## src/rtl/div_seq_ctrl.sv

```systemverilog
// Even-ratio clock divider controller: clean start/stop, boundary-aligned divisor
// updates via valid/ready, and a rise impulse. Define DIV_SEQ_PERIODS_EN for the period counter.
module div_seq_ctrl #(
  parameter int CNT_W   = 8,
  parameter int DEF_DIV = 6
) (
  input  logic             clk,
  input  logic             reset,
  input  logic             enable,
  input  logic             cfg_valid,
  input  logic [CNT_W-1:0] cfg_div,
  output logic             cfg_ready,
  output logic             cfg_err,
  output logic             clk_div,
  output logic             imp,
  output logic             busy,
  output logic [15:0]      periods
);

  typedef enum logic [1:0] {STOP, RUN, DRAIN} state_t;

  localparam logic [CNT_W-1:0] DEF = CNT_W'(DEF_DIV);
  localparam logic [CNT_W-1:0] ONE = CNT_W'(1);
  localparam logic [CNT_W-1:0] TWO = CNT_W'(2);

  generate
    if ((DEF_DIV % 2) != 0 || DEF_DIV < 2) begin : g_bad_def
      $error("div_seq_ctrl: DEF_DIV must be even and >= 2");
    end
  endgenerate

  state_t           state, state_n;
  logic [CNT_W-1:0] cnt, cnt_n;
  logic [CNT_W-1:0] div_cur, div_nxt, div_n;
  logic             pend, pend_n;
  logic             active, bnd, xfer, bad, take;
  logic             load_now, load_pend, run_n, clk_n;

  always_comb begin
    active    = (state != STOP);
    bnd       = active && (cnt == div_cur - ONE);
    xfer      = cfg_valid && !pend;
    bad       = cfg_div[0] || (cfg_div < TWO);
    take      = xfer && !bad;
    // Stopped, or offered exactly on the wrap: no need to park it in div_nxt.
    load_now  = take && (!active || bnd);
    load_pend = bnd && pend;

    div_n = div_cur;
    if (load_pend)     div_n = div_nxt;
    else if (load_now) div_n = cfg_div;

    pend_n = pend;
    if (load_pend)                      pend_n = 1'b0;
    else if (take && active && !bnd)    pend_n = 1'b1;

    // DRAIN keeps counting until the wrap; enable high at any point resumes RUN.
    run_n = enable || (active && !bnd);
    if (enable)     state_n = RUN;
    else if (run_n) state_n = DRAIN;
    else            state_n = STOP;

    cnt_n = (active && !bnd) ? cnt + ONE : '0;
    clk_n = run_n && (cnt_n >= (div_n >> 1));
  end

  always_ff @(posedge clk) begin
    if (reset) begin
      state     <= STOP;
      cnt       <= '0;
      div_cur   <= DEF;
      div_nxt   <= DEF;
      pend      <= 1'b0;
      cfg_ready <= 1'b1;
      cfg_err   <= 1'b0;
      clk_div   <= 1'b0;
      imp       <= 1'b0;
      busy      <= 1'b0;
    end else begin
      state     <= state_n;
      cnt       <= cnt_n;
      div_cur   <= div_n;
      if (take && active && !bnd) div_nxt <= cfg_div;
      pend      <= pend_n;
      cfg_ready <= !pend_n;
      cfg_err   <= xfer && bad;
      clk_div   <= clk_n;
      imp       <= clk_n && !clk_div;
      busy      <= run_n;
    end
  end

`ifdef DIV_SEQ_PERIODS_EN
  always_ff @(posedge clk) begin
    if (reset)                       periods <= '0;
    else if (load_now || load_pend)  periods <= '0;
    else if (bnd)                    periods <= periods + 16'd1;
  end
`else
  assign periods = '0;
`endif

endmodule

```

## config.mk

```make
export PLATFORM = sky130hd
export DESIGN_NAME = div_seq_ctrl
export DESIGN_NICKNAME = d
export VERILOG_FILES = /design/src/rtl/div_seq_ctrl.sv
export SDC_FILE = /design/constraint.sdc
export NUM_CORES = 1
export LEC_CHECK = 0
export ABC_AREA = 1
export BUFFER_PORTS_ARGS = -buffer_cell sky130_fd_sc_hd__buf_2
export CORE_ASPECT_RATIO = 1.75
export CORE_MARGIN = 3
export CORE_UTILIZATION = 35
export CTS_CLUSTER_DIAMETER = 80
export DETAILED_ROUTE_END_ITERATION = 12
export GPL_ROUTABILITY_DRIVEN = 0
export RECOVER_POWER = 25
export SLEW_MARGIN = 20
export SYNTH_ARGS = -nofsm -noshare
export SYNTH_HDL_FRONTEND = slang
export SYNTH_SLANG_ARGS = --single-unit
```

## constraint.sdc

```tcl
create_clock -name clk -period 5.71 [get_ports clk]
set_input_delay 1.142 -clock clk [delete_from_list [all_inputs] [get_ports clk]]
set_output_delay 1.142 -clock clk [all_outputs]
set_load 0.02 [all_outputs]
```

==> out/results.ini <==
[placement]
place_hpwl_mm = 3.180
numPortBuffers = 16
dp_slack_ns = 2.177
place_area_um2 = 2004

[job]
maxCapViolCount = 0

[yosys]
synth-xor-area-share = 0.05003
synthMuxAreaShare = 0
synth.distinct_cells = 31
yosys.area_share.simple = 0.3801
synth_warnings = 0
synth-seq-cells = 32
yosysSeqAreaShare = 0.3327
syn_area_per_cell_um2 = 6.828
syn_area_um2 = 1926
synth_fa_ha_area_frac = 0.05848
synth_top_family_by_area = simple AND/OR/NAND/NOR gates
synth_compound_area_frac = 0.03574
synthCells = 282

[critical_path]
cp_max_fo = 16
critPathMaxStageDelay_ns = 0.44
startpoint_type = flop
worstPathRequired_ns = 5.89
setup.worst_path.start = div_cur[0]
crit_arrival_ns = 3.52
cpMaxStageDelayCell = dfxtp_1
critPathCaptureType = flop
crit_top_cell = nand2_1
critPathKind = reg -> reg
reg2reg_from = div_cur[0]

[layout]
finalInstanceArea_um2 = 2118
area_delta_synth_final_pct = 10.01
final_layout_size_suffix_gt1_frac = 0.1163
finalNetCount = 321
antenna_cells = 0

[timing]
clock.fmax_mhz = 299.8
setup_violations = 0
hold_violations = 0
min_period_ns = 3.335
clock_skew_ns = 0.002965
grt_setup_unrepaired = false
finalMaxSlewViolations = 0
timing.hold.ws_ns = 0.4098
final.setup.worst_slack_ns = 2.375
final.setup.tns_ns = 0
min_period_over_period = 0.5841

[clock_tree]
cts-resized-gates = 0
htree_num_levels = 2
clkSinkCount = 32
hold_buffers = 0
cts_setup_buffers = 0
cts_tree = built
numCtsBuffers = 5
cts_root_buf = clkbuf_8
clk_latency_ns = 0.28
cts_max_path_buffers = 2
clk_pin_slew_ns = 0.06

[route]
first_pass_iters = 4
via_per_inst = 4.360
wl_per_cell_um = 10.48
drt-total-wl_mm = 3.929
first_iter_violations = 19
vias = 1635
ant_nets = 0
route.detailed.drc = 0

[floorplan]
num_rows = 35
ios = 33
die_w_um = 62.07
start_util = 0.3634
die-area_um2 = 6463
core_area_um2 = 5299
dieHeight_um = 104.1

[grt]
grt_overflow = 0
antenna_found_initial = 0
grt_max_degree = 17
grt_pass1_vias = 1551
grt_pass1_wl_mm = 6.748
grt.total_usage = 0.1391

[power_and_ir_drop]
p_per_area_nw_per_um2 = 254.4
ir_worst_vdd_v = 0.0002002
power.leakage_nw = 1.012

[min_path]
hp-class = reg -> reg
min_from = clk_div

[outcome]
outcome = completed

-- layout by cell type, fill, tap and decap left out, drive strengths merged --
cell type and count:
nand3b 3, nand2 70, a31oi 1, dfxtp 32, nor2 54, buf 10, clkinv 1, bufinv 1
nor3 2, conb 16, or2 5, clkbuf 13, nand4 1, o21ai 9, nand3 28, ha 9
xor2 8, xnor2 3, and2 1, a21oi 2, inv 31, o211ai 1
-- power breakdown --
part	switching, mW	leakage, nW	internal, mW
Sequential	0.00548	0.260	0.231
Clock	0.0836	0.0645	0.154
Combinational	0.0459	0.687	0.0193
-- cell families (layout without fill, tap and decap cells) --
logic type | Yosys count | count (layout)
compound gates | 13 | 13
fa+ha+maj | 9 | 9
other cells | 1 | 16
buf+inv | 52 | 56
simple gates | 164 | 164
flops | 32 | 32
xor+xnor | 11 | 11
-- cells in the mapped netlist --
| cell | n | area (µm²) |
|---|---|---|
| buf_4 | 16 | 120.1 |
| nand3_2 | 1 | 10.01 |
| a21oi_1 | 2 | 10.01 |
| clkinv_2 | 1 | 5.000 |
| xnor2_1 | 3 | 26.28 |
| nor2_1 | 50 | 187.7 |
| clkbuf_1 | 2 | 7.510 |
| o21ai_1 | 1 | 5.000 |
| ha_1 | 9 | 112.6 |
| o21ai_0 | 8 | 40.04 |
| or2_2 | 4 | 25.02 |
| dfxtp_1 | 32 | 640.6 |
| nand2_2 | 4 | 25.02 |
| or2_0 | 1 | 6.260 |
| a31oi_1 | 1 | 6.260 |
| inv_1 | 29 | 108.9 |
| buf_6 | 2 | 22.52 |
| nand2_1 | 65 | 244.0 |
| nand2_4 | 1 | 11.26 |
| inv_2 | 2 | 7.510 |
| xor2_1 | 8 | 70.07 |
| and2_1 | 1 | 6.260 |
| nor3_1 | 2 | 10.01 |
| nand3b_1 | 3 | 22.52 |
| nand3_4 | 1 | 17.52 |
| nand3_1 | 26 | 130.1 |
| nor2_4 | 1 | 11.26 |
| o211ai_1 | 1 | 7.510 |
| conb_1 | 1 | 3.750 |
| nor2_2 | 3 | 18.77 |
| nand4_1 | 1 | 6.260 |
-- stage by stage --
step,cells,power [mW],utilization
6_report,375,0.5389,0.3998
5_1_grt,375,0.5618,0.3998
4_1_cts,375,0.5472,0.4021
3_5_place_dp,367,0.3076,0.3783
3_3_place_gp,367,0.3069,0.3783
2_1_floorplan,297,0.2997,-
-- per-layer routing --
layer	up-vias	track usage	wire length (µm)
li1	877	-	-
met5	-	0	0
met3	7	0.02609	131
met4	0	0.05463	91
met2	35	0.2522	2147
met1	716	0.1457	1558
-- worst max-delay path: cells and delay by family, from the launching register on --
| kind | cells | cell delay (ns) |
|---|---|---|
| AND/OR/NAND/NOR | 25 | 2.00 |
| adder cells (fa/ha/maj) | 2 | 0.60 |
| flip-flops | 1 | 0.44 |
| buffers and inverters | 3 | 0.19 |
-- final cells by class --
class / count / area, µm²
Fill cell: 567 / 3181
Inverter: 32 / 121.4
Tap cell: 74 / 92.59
Multi-Input combinational cell: 213 / 1065
Timing Repair Buffer: 16 / 72.57
Sequential cell: 32 / 640.6
Clock buffer: 7 / 96.34
Clock inverter: 1 / 30.03
-- sequential cells by signal, indices dropped and copies added (netlist names) --
| name | count |
|---|---|
| cnt | 8 |
| div_cur | 8 |
| div_nxt | 8 |
| state | 2 |
| busy | 1 |
| cfg_err | 1 |
| cfg_ready | 1 |
| clk_div | 1 |
| imp | 1 |
| pend | 1 |
-- path summary, 6_finish.rpt --
path	slack, ns	cells past startpoint	to
max reg2reg	2.37	30	clk_div
min	0.41	1	imp
min reg2reg	0.41	1	imp
max	2.37	30	clk_div
No activity file was read; power rests on OpenSTA's default activity.
